==> src/rtl/uart_pkg.sv <==
// Shared definitions for the UART word serializer: byte width, FSM encoding
// and the word-to-byte count helper.
package uart_pkg;

  localparam int UART_BYTE_W = 8;

  localparam logic [2:0] ST_IDLE      = 3'd0;
  localparam logic [2:0] ST_LOAD      = 3'd1;
  localparam logic [2:0] ST_SEND      = 3'd2;
  localparam logic [2:0] ST_WAIT_DONE = 3'd3;

  function automatic int nbytes(input int width);
    return width / UART_BYTE_W;
  endfunction

endpackage

==> src/rtl/uart_word_fifo.sv <==
// Word FIFO with registered read data; FIFO_DEPTH must be a power of two so
// the pointers wrap naturally.
module uart_word_fifo #(
  parameter int DATA_WIDTH = 32,
  parameter int FIFO_DEPTH = 4
) (
  input  logic                          i_Clock,
  input  logic                          i_Rst,
  input  logic                          i_Push,
  input  logic [DATA_WIDTH-1:0]         i_Push_Data,
  input  logic                          i_Pop,
  output logic [DATA_WIDTH-1:0]         o_Pop_Data,
  output logic                          o_Full,
  output logic                          o_Empty,
  output logic [$clog2(FIFO_DEPTH):0]   o_Count
);

  localparam int PTR_W = $clog2(FIFO_DEPTH);
  localparam int CNT_W = PTR_W + 1;

  logic [DATA_WIDTH-1:0] mem_q [FIFO_DEPTH];
  logic [DATA_WIDTH-1:0] rd_data_q;
  logic [PTR_W-1:0]      wr_ptr_q, wr_ptr_d;
  logic [PTR_W-1:0]      rd_ptr_q, rd_ptr_d;
  logic [CNT_W-1:0]      count_q, count_d;
  logic                  push_ok;
  logic                  pop_ok;

  assign o_Full     = (count_q == CNT_W'(FIFO_DEPTH));
  assign o_Empty    = (count_q == '0);
  assign o_Count    = count_q;
  assign o_Pop_Data = rd_data_q;

  // A push into a full FIFO is only taken when a pop frees the slot that cycle.
  assign push_ok = i_Push && (!o_Full || i_Pop);
  assign pop_ok  = i_Pop && !o_Empty;

  always_comb begin
    wr_ptr_d = push_ok ? wr_ptr_q + PTR_W'(1) : wr_ptr_q;
    rd_ptr_d = pop_ok  ? rd_ptr_q + PTR_W'(1) : rd_ptr_q;
    count_d  = count_q;
    case ({push_ok, pop_ok})
      2'b10:   count_d = count_q + CNT_W'(1);
      2'b01:   count_d = count_q - CNT_W'(1);
      default: count_d = count_q;
    endcase
  end

  always_ff @(posedge i_Clock) begin
    if (push_ok) mem_q[wr_ptr_q] <= i_Push_Data;
    if (pop_ok)  rd_data_q <= mem_q[rd_ptr_q];
  end

  always_ff @(posedge i_Clock or negedge i_Rst) begin
    if (!i_Rst) begin
      wr_ptr_q <= '0;
      rd_ptr_q <= '0;
      count_q  <= '0;
    end else begin
      wr_ptr_q <= wr_ptr_d;
      rd_ptr_q <= rd_ptr_d;
      count_q  <= count_d;
    end
  end

endmodule

==> src/rtl/uart_tx_word_serializer.sv <==
// Buffers words and feeds them MSB byte first to the UART transmitter.
// Define UART_TX_CHECKSUM_EN to append an XOR checksum byte to every word.
module uart_tx_word_serializer
  import uart_pkg::*;
#(
  parameter int DATA_WIDTH = 32,
  parameter int FIFO_DEPTH = 4
) (
  input  logic                        i_Clock,
  input  logic                        i_Rst,
  input  logic                        i_Word_Valid,
  input  logic [DATA_WIDTH-1:0]       i_Word,
  output logic                        o_Word_Ready,
  output logic                        o_TX_Valid,
  output logic [UART_BYTE_W-1:0]      o_TX_Byte,
  input  logic                        i_TX_Active,
  input  logic                        i_TX_Done,
  output logic                        o_Busy,
  output logic [$clog2(FIFO_DEPTH):0] o_Fifo_Count
);

  localparam int NBYTES = nbytes(DATA_WIDTH);
`ifdef UART_TX_CHECKSUM_EN
  localparam int LAST_IDX = NBYTES;
`else
  localparam int LAST_IDX = NBYTES - 1;
`endif
  localparam int IDX_W = $clog2(NBYTES + 1) + 1;

  logic [2:0]             state_q, state_d;
  logic [DATA_WIDTH-1:0]  shift_q, shift_d;
  logic [IDX_W-1:0]       idx_q, idx_d;
`ifdef UART_TX_CHECKSUM_EN
  logic [UART_BYTE_W-1:0] csum_q, csum_d;
`endif

  logic                   fifo_push, fifo_pop;
  logic                   fifo_full, fifo_empty;
  logic [DATA_WIDTH-1:0]  fifo_data;
  logic [UART_BYTE_W-1:0] tx_byte;

  assign fifo_push = i_Word_Valid && !fifo_full;
  assign fifo_pop  = (state_q == ST_IDLE) && !fifo_empty && !i_TX_Active;
  assign tx_byte   = shift_q[DATA_WIDTH-1 -: UART_BYTE_W];

  uart_word_fifo #(
    .DATA_WIDTH (DATA_WIDTH),
    .FIFO_DEPTH (FIFO_DEPTH)
  ) u_fifo (
    .i_Clock     (i_Clock),
    .i_Rst       (i_Rst),
    .i_Push      (fifo_push),
    .i_Push_Data (i_Word),
    .i_Pop       (fifo_pop),
    .o_Pop_Data  (fifo_data),
    .o_Full      (fifo_full),
    .o_Empty     (fifo_empty),
    .o_Count     (o_Fifo_Count)
  );

  always_ff @(posedge i_Clock or negedge i_Rst) begin
    if (!i_Rst) begin
      state_q <= ST_IDLE;
      shift_q <= '0;
      idx_q   <= '0;
`ifdef UART_TX_CHECKSUM_EN
      csum_q  <= '0;
`endif
    end else begin
      state_q <= state_d;
      shift_q <= shift_d;
      idx_q   <= idx_d;
`ifdef UART_TX_CHECKSUM_EN
      csum_q  <= csum_d;
`endif
    end
  end

  always_comb begin
    state_d = state_q;
    shift_d = shift_q;
    idx_d   = idx_q;
`ifdef UART_TX_CHECKSUM_EN
    csum_d  = csum_q;
`endif
    case (state_q)
      ST_IDLE: begin
        if (fifo_pop) state_d = ST_LOAD;
      end
      ST_LOAD: begin
        shift_d = fifo_data;
        idx_d   = '0;
`ifdef UART_TX_CHECKSUM_EN
        csum_d  = '0;
`endif
        state_d = ST_SEND;
      end
      ST_SEND: begin
        state_d = ST_WAIT_DONE;
      end
      ST_WAIT_DONE: begin
        if (i_TX_Done) begin
          shift_d = shift_q << UART_BYTE_W;
`ifdef UART_TX_CHECKSUM_EN
          csum_d = csum_q ^ tx_byte;
          // After the last data byte the checksum takes the MSB slot.
          if (idx_q == IDX_W'(NBYTES - 1)) begin
            shift_d = '0;
            shift_d[DATA_WIDTH-1 -: UART_BYTE_W] = csum_q ^ tx_byte;
          end
`endif
          if (idx_q < IDX_W'(LAST_IDX)) begin
            idx_d   = idx_q + IDX_W'(1);
            state_d = ST_SEND;
          end else begin
            state_d = ST_IDLE;
          end
        end
      end
      default: state_d = ST_IDLE;
    endcase
  end

  always_comb begin
    o_TX_Valid   = (state_q == ST_SEND);
    o_TX_Byte    = tx_byte;
    o_Busy       = !fifo_empty || (state_q != ST_IDLE);
    o_Word_Ready = !fifo_full;
  end

endmodule

==> config.mk <==
export PLATFORM = sky130hd
export DESIGN_NAME = uart_tx_word_serializer
export DESIGN_NICKNAME = d
export VERILOG_FILES = /design/src/rtl/uart_pkg.sv /design/src/rtl/uart_word_fifo.sv /design/src/rtl/uart_tx_word_serializer.sv
export SDC_FILE = /design/constraint.sdc
export NUM_CORES = 1
export LEC_CHECK = 0
export ABC_AREA = 0
export CORE_ASPECT_RATIO = 0.8
export CORE_UTILIZATION = 30
export CTS_CLUSTER_SIZE = 12
export DETAILED_ROUTE_END_ITERATION = 16
export PLACE_DENSITY_LB_ADDON = 0.12
export SLEW_MARGIN = 30
export SYNTH_ARGS = -nofsm -noshare
export SYNTH_HDL_FRONTEND = slang
export SYNTH_HIERARCHICAL = 1
export SYNTH_SLANG_ARGS = --single-unit
==> constraint.sdc <==
create_clock -name i_Clock -period 5.1 [get_ports i_Clock]
set_input_delay 0.51 -clock i_Clock [delete_from_list [all_inputs] [get_ports i_Clock]]
set_output_delay 0.51 -clock i_Clock [all_outputs]
set_load 0.02 [all_outputs]
[After elaboration in Yosys (flattened, before gate mapping)]
Memories as Yosys holds them, arrays and structs flattened. A register that Yosys moved wholly into a read port is not among the register bits.
Cells that the tools add are included.
Word-level totals
  word-level logic and storage cells: 52
  flip-flop bits (word level): 46
  bits of input ports: 37
  memories kept: 1
  output and inout bits: 14
  memory bits (writable): 128
Operators by class
  order comparisons: 1
  reductions and logical operators: 18
  equality and inequality tests: 9
  $add $sub $neg: 5
  muxes and demuxes: 12
Memory list
  u_fifo.mem_q: words 4, bits a word 32, rd ports 1, clocked after memory_dff 1, write ports 1, line uart_word_fifo.sv:21  | logic [DATA_WIDTH-1:0] mem_q [FIFO_DEPTH];
Operators with widths (count)
  case mux 32 bit (2 select lines): 1
  2-to-1 mux 32 bit: 1
  case mux 3 bit (4 select lines): 1
  2-to-1 mux 4 bit: 2
  case mux 4 bit (2 select lines): 1
  equality test 3 x 2 -> 1 bit (second input constant): 2
  logical NOT 3 bit: 2
  2-to-1 mux 3 bit: 2
  case mux 3 bit (2 select lines): 1
  logical AND 1 bit: 5
  adder 2 x 1 -> 2 bit (second input constant): 2
  adder 4 x 1 -> 4 bit (second input constant): 1
  < comparator 4 x 2 -> 1 bit (second input constant): 1
  != test 2 bit (second input constant): 2
  AND reduction 2 bit: 2
  nonzero test 2 bit: 2
  adder 3 x 1 -> 3 bit (second input constant): 1
  equality test 3 x 1 -> 1 bit (second input constant): 1
  equality test 3 bit (second input constant): 1
  logical NOT 1 bit: 3
  AND reduction 3 bit: 1
  nonzero test 3 bit: 1
  subtractor 3 x 1 -> 3 bit (second input constant): 1
  equality test 2 x 1 -> 1 bit (second input constant): 1
  other kinds (5): 7

[Depth between registers and ports, before layout]
Gate-level depths: netlist of the first run.
  depth in word-level cells: 8
  depth in mapped cells: 11
  mapped depth without buffers: 11

[By module]
Netlist of the first run, hierarchy kept.
By module, submodules not included
  uart_word_fifo: sequential area each 4979.8 µm², times used 1, cells each 238, area each 6005.8 µm²
  uart_tx_word_serializer: sequential area each 950.9 µm², times used 1, cells each 139, area each 1923.1 µm²

[Worst setup path after synthesis of the first run]
Ideal clock, no wire load.
  path type: flip-flop to flip-flop
  start point: register state_q[0]
  end point: register u_fifo.count_q[2] (netlist: u_fifo/o_Count[2])
  slack: 2284 ps
  library setup time: 80 ps
  cell stages (with the launch flop): 10
  arrival time: 2736 ps
  path buffers: 1
  period minus slack after synthesis: 2816 ps
  required time: 5020 ps
  cells stage by stage: dfrtp_1 -> clkbuf_1 -> nor4_1 -> o31a_2 -> ha_1 -> inv_1 -> fa_1 -> xor2_1 -> nor2_1 -> xor2_1
Between the ends
  elaborated cells between the ends (all ways): 10
  those cells by class: eq/ne (2); mux (1); reduce/logical (7)
RTL lines
  from (decl): line uart_tx_word_serializer.sv:30  | logic [2:0] state_q, state_d;
  from (signal assigned): line uart_tx_word_serializer.sv:70  | state_q <= state_d;
  logical NOT 3 bit (*): line uart_tx_word_serializer.sv:43  | assign fifo_pop = (state_q == ST_IDLE) && !fifo_empty && !i_TX_Active;
  logical AND 1 bit (*) (2 in a row): line uart_tx_word_serializer.sv:43
  via fifo_pop: line uart_tx_word_serializer.sv:37  | logic fifo_push, fifo_pop;
  logical AND 1 bit (*): line uart_word_fifo.sv:36  | assign pop_ok = i_Pop && !o_Empty;
  via u_fifo.pop_ok: line uart_word_fifo.sv:27  | logic pop_ok;
  equality test 2 x 1 -> 1 bit or equality test 2 bit (tied branches): line uart_word_fifo.sv:42  | case ({push_ok, pop_ok})
  case mux 3 bit (2 select lines) or nonzero test 2 bit (tied branches)
  to (signal assigned): line uart_word_fifo.sv:62  | count_q <= count_d;
  to (decl): line uart_word_fifo.sv:25  | logic [CNT_W-1:0] count_q, count_d;
Mark *: on every way through the listed nets, which the timed path passes. The rest lies on a longest branch.
A chain may end at the register's enable or synchronous reset.

[Worst setup path in the final report of the first run]
Same ends and word-level chain as after synthesis.

==> results of run 1 <==
[cell usage in the layout (no fill, tap or decap), types with 2 or more instances in the layout]
cell type,Yosys,layout
edfxtp_1,160,160
clkdlybuf4s50_1,0,49
dfrtp_1,45,44
mux4_2,32,32
mux2_2,28,28
clkbuf_16,0,24
mux2_4,21,21
inv_1,11,11
clkbuf_1,4,10
a22o_1,8,8
nor2_1,6,6
ha_1,6,6
buf_4,12,5
nand2_1,4,4
and2_4,0,4
nor2b_1,3,3
nor3_1,3,3
xnor2_1,3,3
xor2_1,3,3
nand4_1,2,2
o221ai_1,2,2
clkinv_1,0,2
clkbuf_8,0,2
[final timing paths]
| path | slack, ns | endpoint |
|---|---|---|
| max in group asynchronous | 4.56 | u_fifo/rd_ptr_q[0] |
| worst min register to register | 0.47 | shift_q[5] |
| min in group i_Clock | 0.47 | shift_q[5] |
| worst min-delay path | 0.1 | u_fifo/o_Count[2] |
| worst max-delay path | 2.20 | u_fifo/o_Count[2] |
| worst max register to register | 2.20 | u_fifo/o_Count[2] |
[state kept, by name, indices dropped and copies added (netlist names)]
signal / flops
u_fifo/mem_q: 128
shift_q: 32
u_fifo/o_Pop_Data: 32
idx_q: 4
u_fifo/o_Count: 3
state_q: 2
u_fifo/rd_ptr_q: 2
u_fifo/wr_ptr_q: 2
[final cells by class]
type,instances,area [um2],share of cell area [%]
timing repair buffer,55,533,5.63
multi-input combinational,137,1800,19.0
sequential,205,5930,62.7
clock inverter,6,51.3,0.542
tap,351,439,4.64
clock buffer,36,666,7.03
inverter,11,41.3,0.436
[layer usage]
layer,global-route usage (%),vias to the layer above,routed length [um]
met3,1.97,21,552
met5,0,-,0
met2,17.7,70,6720
met1,15.9,1821,6970
li1,-,1595,-
met4,3.46,0,313
[cell families (layout without fill, tap and decap cells)]
group	count (synthesis)	count (layout)
flops	205	205
mux	82	82
buf+inv	35	108
simple gates	28	28
compound gates	14	14
fa+ha+maj	7	7
xor+xnor	6	6
[where the power goes]
part | leakage, nW | total (W) | switching, W | internal [W]
registers | 2.02 | 0.00245 | 0.000183 | 0.00227
clock network | 0.345 | 0.00154 | 0.000638 | 0.000907
logic | 0.946 | 0.00152 | 0.000739 | 0.000780
[metrics by stage]
stage	worst slack [ns]	std cells	utilization (%)	area, um2
finish	2.20	801	36.9	9460
global route	2.01	801	36.9	9460
detailed placement	1.84	759	34.1	8750
CTS	2.12	801	36.9	9460
global placement	1.90	759	34.1	8740
floorplan	2.28	377	-	7930
[worst reg2reg max path, stage by stage (launching register included)]
cell and delay, ns:
dfrtp_1 0.53, nor4_1 0.54, o31a_2 0.24, buf_4 0.41, ha_1 0.28, inv_1 0.06
fa_1 0.37, xor2_1 0.15, nor2_1 0.11, xor2_1 0.14
==> implementation parameters, run 1 <==
Parameter                              Value

Worst setup path
  Largest stage delay on the critical path    0.54 ns
  Total buffers and inverters traversed by the critical path    2
  Critical Path Source Type    register
  CP cell instances    nor4_1 > o31a_2 > buf_4 > ha_1 > inv_1 > fa_1 > xor2_1 > nor2_1 > xor2_1
  Start point of the critical path    state_q[0]
  Critical Path RT    5.53 ns
  CP endpoint kind    register
  Number of stages on the worst setup path    9
  Critical-path maximum fanout    35
  Worst endpoint data arrival time    between 3 and 4 ns
  Gate family responsible for the most delay along the worst path    simple AND/OR/NAND/NOR gates
  Cell with the largest stage delay on the worst path    nor4_1
  Category of the critical setup timing path    register to register
  Logic depth of the worst register-to-register path    9
  Startpoint of the worst-slack reg-to-reg timing path    state_q[0]
  Most used cell along the critical path    xor2_1

Synthesis
  Combinational family with the most area after synthesis    multiplexers
  Cell with the most instances after synthesis    edfxtp_1
  Cell types occupying the most area after synthesis    edfxtp_1 (61%), dfrtp_1 (14%), mux4_2 (9.1%), mux2_2 (4.0%), mux2_4 (4.0%)
  Avg Inst Size Synth    21.0 um2
  EDFF count, synth    160
  Number of warnings printed during yosys synthesis    6
  Async set-reset flop share out of synthesis    22.0%
  Number of flip-flops and latches in the synthesized netlist    205
  Netlist cell types    33
  Mapped Nets    between 400 and 500
  Main synth FF type    edfxtp_1
  Adder-cell area share of the yosys netlist    1.20%
  Share of the synthesized area in the top cell type    about three fifths
  Post-synthesis cell count    377
  Compound-gate portion of the synthesized area    around 1.5%
  Synth Cell Area    7930 um2
  Synth Area in Simple Gates    about 2%
  Sequential area share after synthesis    74.8%
  Most common library cells after synthesis    edfxtp_1 (160), dfrtp_1 (45), mux4_2 (32)
  Area share of xor/xnor cells in the synthesized design    less than 1%
  Largest area contributor in the netlist    edfxtp_1
  Mux cell area share after synthesis    17.2%

GRT
  Pin count of the biggest net entering global routing    46
  Initial antenna violation count    0
  GRT Resource Usage Total    11.3%
  Global route overflow    0
  Via count of the first global-routing pass    around 3,800
  Global-route wire length before repair    23,000 um

Drt
  Antenna violation net count after detailed routing    0
  Drt wl/cell    around 18 um
  Vias after detailed routing    approximately 3,500
  Iter 0 DRT Violations    76
  Via density per instance    4.38
  Aggregate routed wire length    14,600 um
  DRC violation count after routing    0
  Drt pass-1 iters    4

Final layout
  Filler Cells Inserted    2,400
  Share of final-layout standard cells stronger than drive strength 1    28.0%
  Final net count    477
  Synthesis-to-layout area growth    19.4%
  Antenna diodes    0

Timing
  Highest attainable clock frequency    0.344 GHz
  Part of the cycle the worst path needs    56.9%
  Worst relative slew slack    50.4%
  Final hold slack    0.0993 ns
  RSZ-0062 raised after global routing    no
  Count of final hold-check violations    0
  Min cycle time layout    2.90 ns
  Worst Skew    0.0133 ns
  Final Slew Violations    0
  Slew at the pin with the worst max-slew slack    0.744 ns
  TNS Setup    0 ns
  Final-report setup violation count    0

Clocking
  Worst-skew pair later-pin latency    between 0.5 and 0.6 ns
  Total of cells resized after clock tree synthesis    0
  TritonCTS Sinks    205
  Post-CTS repair timing setup buffer count    0
  Count of H-tree levels built during CTS    1
  Clock buffer count from CTS    23
  CTS Root Cell    clkbuf_16
  Hold Buf Count CTS    0
  CTS tree    yes
  Maximum count of clock buffers along a single path    3
  CTS clock-pin slew for the worst setup and hold paths    about 0.050 ns

Place
  Detailed placement HPWL    8350 um
  Input/output buffers    50
  Placer's final routability congestion estimate    0.677

Die
  Floorplan die area    27,100 um2
  Top-level port count    51
  Die X    between 150 and 200 um
  Site Rows    52
  Initial Util    30.9%
  Core ar.    25,600 um2
  Die boundary height    147 um

Outcome
  Run status    finished clean

Run
  Count of max-cap constraint violations    0

Pwr
  Pwr Total    0.00551 W
  PwrDens    583 nW/um2
  Largest vdd supply drop    0.226 mV
  Leakage dissipation    3.31 nW

Hold path
  Worst min path class    input port to asynchronous set/reset pin
No activity file was read; power rests on OpenSTA's default activity.
==> run 2, diff against run 1 <==
==> constraint.sdc (replaced) <==
create_clock -name i_Clock -period 2.45 [get_ports i_Clock]
set_input_delay 0.245 -clock i_Clock [delete_from_list [all_inputs] [get_ports i_Clock]]
set_output_delay 0.245 -clock i_Clock [all_outputs]
set_load 0.02 [all_outputs]
==> run 2 against run 1 <==
Net effect: core utilization rose by 0.46 points; combinational power is 120% higher; register-to-register slack worse by 2.0 ns; sequential power is 110% higher; power is 110% higher; critical path type unchanged; routed wire length increased by 3.7%; global-route usage rose by 0.44 points; die area unchanged; flip-flop and latch count is the same; clock skew barely moved; largest cell class unchanged; largest power group unchanged.
==> implementation parameters, run 2 (synthesized netlist as in run 1, its figures left out) <==
Parameter                              Value

Drt
  Aggregate routed wire length    15,100 um
  Vias after detailed routing    3,606
  DRC violation count after routing    0
  Drt pass-1 iters    4
  Via density per instance    4.45
  Antenna violation net count after detailed routing    0
  Drt wl/cell    roughly 19 um
  Iter 0 DRT Violations    180

Final layout
  Area of all sequential standard cells    5940 um2
  Top library cells by usage in the layout, fill and taps aside    edfxtp_1 (160), clkdlybuf4s50_1 (49), dfrtp_1 (41)
  Most common library cell in the layout ignoring fill and taps    edfxtp_1
  Final net count    487
  Largest register FFs    128
  Filler Cells Inserted    2,398
  Antenna diodes    0
  Share of final-layout standard cells stronger than drive strength 1    30.4%
  Register bank with the most flops    u_fifo/mem_q
  Synthesis-to-layout area growth    20.8%
  Footprint of the multi-input gates    roughly 1800 um2

Outcome
  Run status    finished clean

Worst setup path
  Cell with the largest stage delay on the worst path    dfrtp_2
  Largest stage delay on the critical path    0.44 ns
  Category of the critical setup timing path    register to register
  Critical-path maximum fanout    7
  Setup slack of the worst register-to-register path    0.15 ns
  Gate family responsible for the most delay along the worst path    simple AND/OR/NAND/NOR gates
  Total buffers and inverters traversed by the critical path    3
  CP endpoint kind    register
  Logic depth of the worst register-to-register path    11
  Critical Path Source Type    register
  Critical Path RT    2.87 ns
  Startpoint of the worst-slack reg-to-reg timing path    u_fifo/o_Count[0]
  Endpoint of the worst register-to-register path    u_fifo/o_Count[2]
  Most used cell along the critical path    inv_1
  CP cell instances    or3b_4 > inv_1 > nor2b_1 > o21a_4 > inv_1 > ha_1 > inv_1 > fa_1 > xor2_1 > nor2_1 > xor2_1
  Worst endpoint data arrival time    2.71 ns

Timing
  Count of final hold-check violations    0
  TNS Setup    0 ns
  RSZ-0062 raised after global routing    no
  Min cycle time layout    2.30 ns
  Highest attainable clock frequency    0.436 GHz
  Part of the cycle the worst path needs    93.7%
  Slew at the pin with the worst max-slew slack    0.638 ns
  Final-report setup violation count    0
  Worst Skew    0.0138 ns
  Final worst setup slack    between 0.15 and 0.2 ns
  Worst relative slew slack    56.9%
  Final Slew Violations    0

Die
  Core ar.    25,600 um2
  Die X    184 um
  Floorplan die area    27,100 um2
  Initial Util    between 30% and 40%
  Site Rows    52
  Die boundary height    147 um
  Top-level port count    51

GRT
  Global route overflow    0
  Initial antenna violation count    0
  Pin count of the biggest net entering global routing    35
  Via count of the first global-routing pass    about 3,900
  GRT Resource Usage Total    between 10% and 20%
  Global-route wire length before repair    ~24,000 um

Pwr
  Largest vdd supply drop    between 0.5 and 0.6 mV
  Clk network pwr share    26.5%
  Internal    ~0.008 W
  PwrDens    1200 nW/um2
  Portion of total power attributed to sequential cells    43.8%
  Part of the total power dissipated in combinational logic    ~30%
  Leakage dissipation    3.36 nW
  Switching fraction of total power    ~28%
  Switching pwr    0.00327 W

Clocking
  CTS Root Cell    clkbuf_16
  Clock buffer count from CTS    23
  Worst-skew pair later-pin latency    0.51 ns
  CTS clock-pin slew for the worst setup and hold paths    0.06 ns
  Count of H-tree levels built during CTS    1
  Maximum count of clock buffers along a single path    3
  TritonCTS Sinks    205
  CTS tree    yes

Hold path
  Worst min path class    input port to asynchronous set/reset pin

Place
  Placer's final routability congestion estimate    approximately 0.66
  Worst Setup Slack post-DPL    -0.00502 ns
  Detailed placement HPWL    ~8700 um
  Input/output buffers    50

Run
  Count of max-cap constraint violations    0
## run 2: through the flow
stage               util, %  hold WS, ns  total power [W]  area, um2  std cells
detailed placement     34.7        0.275          0.00861       8890        767
global placement       34.7        0.266          0.00853       8890        767
finish                 37.4        0.267           0.0115       9580        811
floorplan                 -      -0.0506          0.00751       7950        377
CTS                    37.3        0.271           0.0117       9570        810
global route           37.4        0.322           0.0121       9580        811
## run 2: final cells by class
cell class | count | area share [%]
clock buffers | 35 | 6.48
clock inverters | 7 | 0.431
inverters | 11 | 0.431
multi-input cells | 137 | 19.0
flip-flops and latches | 205 | 61.9
well taps | 351 | 4.58
repair buffers | 65 | 7.16
## run 2: timing repair
| item | in CTS | in global routing |
|---|---|---|
| resized for setup | 0 | 2 |
| hold endpoints to repair | 19 | 0 |
| buffers inserted | 0 | 1 |
| hold buffers | 1 | 0 |
| endpoints found under the setup margin | 0 | 1 |
## run 2: worst max-delay path by stage
stage	start	cells past startpoint	end	slack, ns
global route	u_fifo/o_Count[0]	11	u_fifo/o_Count[2]	0.002
CTS	u_fifo/o_Count[0]	10	u_fifo/o_Count[2]	0.08
global placement	i_TX_Active	9	u_fifo/o_Count[2]	0.06
finish	u_fifo/o_Count[0]	11	u_fifo/o_Count[2]	0.15
detailed placement	i_TX_Active	9	u_fifo/o_Count[2]	-0.005
floorplan	u_fifo/o_Count[0]	9	u_fifo/o_Count[2]	0.02
## run 2: power groups by stage
stage | Combinational [W] | Sequential (W) | Clock [W]
after global placement | 0.00346 | 0.00508 | 0
final | 0.00341 | 0.00504 | 0.00305
after global routing | 0.00371 | 0.00513 | 0.00331
after detailed placement | 0.00349 | 0.00512 | 0
after CTS | 0.00351 | 0.00505 | 0.00317
after floorplan | 0.00248 | 0.00503 | 0
## run 2: metal layers
layer	track usage (%)	wire length (um)	vias up
met2	18.4	6900	67
met3	2.27	491	31
met5	0	0	-
met1	16.4	7270	1895
li1	-	-	1613
met4	3.79	430	0
## run 2: worst register-to-register path, cell delays in order (launching register included)
cell and delay, ns:
dfrtp_2 0.44, or3b_4 0.41, inv_1 0.08, nor2b_1 0.06, o21a_4 0.14, inv_1 0.06
ha_1 0.17, inv_1 0.06, fa_1 0.37, xor2_1 0.15, nor2_1 0.11, xor2_1 0.15
==> RTL change 1: new RTL, config.mk and constraints of run 2 <==
Change the package constant `UART_BYTE_W` from 8 to 6.
--- a/src/rtl/uart_pkg.sv
+++ b/src/rtl/uart_pkg.sv
@@ -2,7 +2,7 @@
 // and the word-to-byte count helper.
 package uart_pkg;
 
-  localparam int UART_BYTE_W = 8;
+  localparam int UART_BYTE_W = 6;
 
   localparam logic [2:0] ST_IDLE      = 3'd0;
   localparam logic [2:0] ST_LOAD      = 3'd1;
Interface: changed (resized o_TX_Byte); port bits go from 51 to 49. No check against the original RTL was run, so the function may have changed too.
==> RTL change 1 against run 2 <==
  * Sequential cell count unchanged
  * Cell area down 0.99%
  * Area after synthesis down 1.9%
  * Sequential share of layout area up 0.61 points
  * Routed wire length up 6.3%
  * Core utilization about the same
  * Synthesized cell count up 9.3%
  * Combinational power down 7.6%
  * Count of clock-buffer cells in the layout down 2
  * Die area down 1.9%
  * Total power up 1.3%
  * Worst setup slack worse by 0.0087 ns
  * Clock power up 5%
==> RTL change 1: results (changes against run 2) <==
status - completed
GPL Wtd Cong - 0.717 (+7.8%)
DP Cell Count - 772 (+0.65%)
most frequent cells after synthesis - edfxtp_1 (160), o22ai_1 (52), dfrtp_1 (45)
Peak VDD IR - 0.000538 V (+3.1%)
GRT Util Overall - 12.5% (+0.79 points)
First DRT Iteration DRCs - 278 (+54%)
post-synth net total - 456 (+8.3%)
Area contributors post-synth - edfxtp_1 (62%), dfrtp_1 (14%), mux4_2 (9.3%)
layout cells sized above 1 - 20.6% (-9.8 points)
first-pass GRT wire length - 25,400 um (+7.6%)
Vias/cell - 4.86 (+9.4%)
Worst Tran Pin Value - 0.614 ns (-0.0240 ns)
critical path fanouts, max - 6 (-1)
Layout Cells excl Fill - 814 (+0.37%)
detailed placement HPWL - 9990 um (+15%)
Netlist cell types - 35 (+6.1%)
Clock Skews - 0.0175 ns (+0.00371 ns)
number of port buffers - 48 (-4.0%)
post-synthesis sequential area ratio - 76.3% (+1.5 points)
Static Leakage - 3.20 nW (-4.8%)
multiplexer share of the synthesized area - 9.59% (-7.6 points)
Final #Nets - 519 (+6.6%)
pin count of the biggest net entering global routing - 38 (+8.6%)
drt wl/cell - 19.7 um (+5.9%)
adder-cell share of the synthesized area - 1.22% (+0.024 points)
[RTL change 1: cell count changes in the layout (fill, tap and decap cells not counted), sizes merged, moves of 6 or more]
cell / change
buf: +6
mux2: -48
a21oi: +26
o22ai: +52
[RTL change 1: layout make-up]
cell class | count | area (um2) | share of cell area [%]
Clock inverter | 7 | 60.1 | 0.633
Multi-Input combinational cell | 165 | 1650 | 17.4
Timing Repair Buffer | 69 | 748 | 7.89
Inverter | 11 | 41.3 | 0.435
Sequential cell | 205 | 5930 | 62.6
Tap cell | 324 | 405 | 4.27
Clock buffer | 33 | 643 | 6.78
[RTL change 1: power breakdown]
group / internal (W) / switching (W)
Sequential: 0.00477 / 0.000513
Combinational: 0.00151 / 0.00164
Clock: 0.00192 / 0.00129
[RTL change 1: layer usage]
metal / part of all wire (%) / wire length [um] / vias up / GRT usage [%]
met2: 46 / 7330 / 97 / 19.4
li1: - / - / 1781 / -
met3: 4.9 / 779 / 27 / 2.63
met4: 1.9 / 297 / 0 / 3.11
met5: 0 / 0 / - / 0
met1: 48 / 7640 / 2053 / 17.9
[RTL change 1: metrics by stage]
stage / area, um2 / setup slack [ns] / hold slack, ns / utilization [%] / power [W]
final: 9490 / 0.145 / 0.298 / 37.4 / 0.0116
after global routing: 9490 / 0.00787 / 0.343 / 37.4 / 0.0123
after CTS: 9470 / 0.0981 / 0.306 / 37.3 / 0.0118
after detailed placement: 8760 / 0.0938 / 0.289 / 34.5 / 0.00856
after global placement: 8760 / 0.105 / 0.297 / 34.5 / 0.00850
after floorplan: 7800 / 0.00271 / -0.0506 / - / 0.00735
[RTL change 1: worst max-delay path, cell delays in order (launching register included)]
cell and delay, ns:
dfrtp_2 0.44, or3b_4 0.42, inv_2 0.07, nor2b_1 0.06, o21a_4 0.14, inv_1 0.10, ha_4 0.14, inv_1 0.04
fa_1 0.36, xor2_1 0.15, nor2_1 0.13, xor2_1 0.17
[RTL change 1: repair_timing]
action	in CTS	in global routing
hold buffers	1	0
setup endpoints to repair	0	1
resized for setup	0	4
hold endpoints to repair	22	0
buffers inserted	0	1
[RTL change 1: worst paths after layout]
check / slack [ns] / end
worst max-delay path: 0.15 / u_fifo/o_Count[2]
worst min-delay path: 0.30 / u_fifo/o_Count[0]
worst max register to register: 0.15 / u_fifo/o_Count[2]
worst min register to register: 0.47 / shift_q[1]
max in group asynchronous: 1.61 / u_fifo/o_Count[2]
min in group i_Clock: 0.37 / state_q[0]
[RTL change 1: cell families after synthesis]
kind of cell               Yosys count
adders and majority gates            7
DFF                                205
AOI/OAI and AO/OA                   92
and+or+nand+nor                     26
muxes                               34
xor gates and xnor gates             6
buffers and inverters               42
==> RTL change 2: new RTL, settings of run 2 <==
Without the edit above. Take the reset off `shift_q` and load it in a clocked block of its own.
--- a/src/rtl/uart_tx_word_serializer.sv
+++ b/src/rtl/uart_tx_word_serializer.sv
@@ -61,19 +61,21 @@
   always_ff @(posedge i_Clock or negedge i_Rst) begin
     if (!i_Rst) begin
       state_q <= ST_IDLE;
-      shift_q <= '0;
       idx_q   <= '0;
 `ifdef UART_TX_CHECKSUM_EN
       csum_q  <= '0;
 `endif
     end else begin
       state_q <= state_d;
-      shift_q <= shift_d;
       idx_q   <= idx_d;
 `ifdef UART_TX_CHECKSUM_EN
       csum_q  <= csum_d;
 `endif
     end
+  end
+
+  always_ff @(posedge i_Clock) begin
+    shift_q <= shift_d;
   end
 
   always_comb begin
Behaviour: differs if i_Rst is asserted again (counterexample within 4 cycles, from zero or initial values and one cycle with i_Rst low); with i_Rst held inactive, the same outputs for 10 cycles.
==> RTL change 2 against run 2 <==
  * Critical path depth did not move
  * Sequential power up 1%
  * Hold slack got worse by 0.11 ns
  * Worst setup slack improved by 0.0084 ns
  * Global-route usage down 1.2 points
  * Critical endpoint unchanged
  * Core utilization fell by 0.43 points
  * Total power is 3.9% lower
  * Highest routed layer unchanged
  * Routed wire length shrank 10%
  * Largest cell class unchanged
  * Area after synthesis fell by 1.9%
  * Sequential cell count stayed put
  * Cell area shrank 2.2%
==> RTL change 2: results (changes against run 2) <==
status - completed
layout cells sized above 1 - 26.4% (-4.0 points)
Yosys Warn Count - 6 (unchanged)
DP Area - 0.00872 mm2 (-2.0%)
Bufs on Longest Clock Path - 3 (unchanged)
critical path fanouts, max - 6 (-1)
Clk Latency, worst-skew pair - 0.50 ns
initial antenna violation count - 0 (unchanged)
DP Cell Count - 717 (-6.5%)
Clock Skews - 0.0202 ns (+0.00641 ns)
pin count of the biggest net entering global routing - 35 (unchanged)
root buffer cell - clkbuf_16
min-delay worst type - in -> async
final hold violation count - 0 (unchanged)
reg2reg path depth - 11 (unchanged)
relative slew slack - 57.0% (+0.17 points)
GPL Wtd Cong - 0.675 (+1.6%)
Num CTS Buffers - 22 (-4.3%)
vias in the first global route - 3,577 (-8.8%)
r2r setup slk - 0.16 ns
max reg flops - 128 (unchanged)
H-Tree Depth - 1 (unchanged)
post-CTS setup buffers - 0 (unchanged)
clock-pin slew on the worst setup and hold paths - 0.05 ns
reg-to-reg critical path endpoint - u_fifo/o_Count[2]
switching power - 0.00294 W (-10%)
First DRT Iteration DRCs - 110 (-39%)
post-synth net total - 393 (-6.7%)
Mapped Cells - 349 (-7.4%)
Static Leakage - 3.13 nW (-6.7%)
GRT Util Overall - 10.5% (-1.2 points)
Biggest register - u_fifo/mem_q
number of port buffers - 50 (unchanged)
Netlist cell types - 35 (+6.1%)
first-pass GRT wire length - 21,000 um (-11%)
DRT Pass-1 Iters - 4 (unchanged)
number of enable flip-flop cells after synthesis - 192 (+20%)
asr flop ratio synth - 6.34% (-16 points)
Layout Cells excl Fill - 752 (-7.3%)
crit path DAT - 2.69 ns (-0.02 ns)
detailed placement HPWL - 7830 um (-9.9%)
Final #Nets - 461 (-5.3%)
Peak VDD IR - 0.000506 V (-3.0%)
via count - 3,288 (-8.8%)
RR Startpoint - u_fifo/o_Count[0]
most frequent cells after synthesis - edfxtp_1 (192), mux4_2 (32), mux2_4 (18)
Synth area leader - edfxtp_1
drt wl/cell - 18.0 um (-3.3%)
post-synthesis sequential area ratio - 78.3% (+3.5 points)
Area contributors post-synth - edfxtp_1 (74%), mux4_2 (9.3%), dfrtp_1 (4.2%)
n_diodes - 0 (unchanged)
-- RTL change 2: changes by cell type after synthesis, sizes merged, moves of 2 or more --
| cell | delta |
|---|---|
| edfxtp | +32 |
| buf | -2 |
| a22o | -8 |
| and2 | +11 |
| dfrtp | -32 |
| nand4 | -2 |
| mux2 | -24 |
| nor2 | -3 |
-- RTL change 2: metrics by stage --
stage	worst slack [ns]	power (W)	hold slack (ns)	TNS, ns
after global placement	0.121	0.00816	0.498	0
after floorplan	0.0177	0.00727	-0.0506	0
after global routing	-0.000875	0.0116	0.186	-0.000875
after CTS	0.0640	0.0113	0.168	0
final	0.162	0.0111	0.159	0
after detailed placement	0.0937	0.00821	0.509	0
-- RTL change 2: worst max-delay path, stage by stage (launching register included) --
cell and delay, ns:
dfrtp_2 0.45, nor3_2 0.25, nor4_2 0.09, buf_4 0.14, o21a_4 0.21, inv_1 0.05
ha_1 0.18, inv_1 0.06, fa_1 0.37, xor2_1 0.15, nor2_1 0.11, xor2_1 0.15
-- RTL change 2: cell families after synthesis --
logic type | share of synthesized area (%)
AOI/OAI and AO/OA | 0.788
xor gates and xnor gates | 0.675
adders and majority gates | 1.22
buffers and inverters | 2.59
DFF | 78.3
muxes | 13.9
and+or+nand+nor | 2.57
-- RTL change 2: power by group through the flow --
stage | Clock (W) | Combinational, W | Sequential (W)
finish | 0.00304 | 0.00290 | 0.00511
global route | 0.00328 | 0.00317 | 0.00518
CTS | 0.00315 | 0.00302 | 0.00512
detailed placement | 0 | 0.00302 | 0.00519
global placement | 0 | 0.00300 | 0.00516
floorplan | 0 | 0.00214 | 0.00514
-- RTL change 2: layout make-up --
class                           instances  area, um2
Timing Repair Buffer                   65        663
Clock inverter                          6       52.6
Clock buffer                           29        598
Sequential cell                       205       6100
Fill cell                            2369      16000
Multi-Input combinational cell        112       1520
Inverter                               11       41.3
Tap cell                              324        405
-- RTL change 2: worst max path at each step --
stage	cells after the start	slack, ns	startpoint	to
4_1_cts	11	0.06	u_fifo/o_Count[0]	u_fifo/o_Count[2]
5_1_grt	11	-0.0009	u_fifo/o_Count[0]	u_fifo/o_Count[2]
3_3_place_gp	9	0.12	i_TX_Active	u_fifo/o_Count[2]
6_report	11	0.16	u_fifo/o_Count[0]	u_fifo/o_Count[2]
2_1_floorplan	9	0.02	u_fifo/o_Count[0]	u_fifo/o_Count[2]
3_5_place_dp	11	0.09	u_fifo/o_Count[0]	u_fifo/o_Count[2]
-- RTL change 2: repair_timing --
| item | in CTS | in global routing |
|---|---|---|
| endpoints found under the setup margin | 0 | 1 |
| resized for setup | 0 | 1 |
| hold buffers | 0 | 0 |
-- RTL change 2: routing by layer --
layer	routed length, um	global-route usage (%)
met5	0	0
met4	344	3.15
met3	486	2.17
met2	6370	17.0
met1	6340	14.2
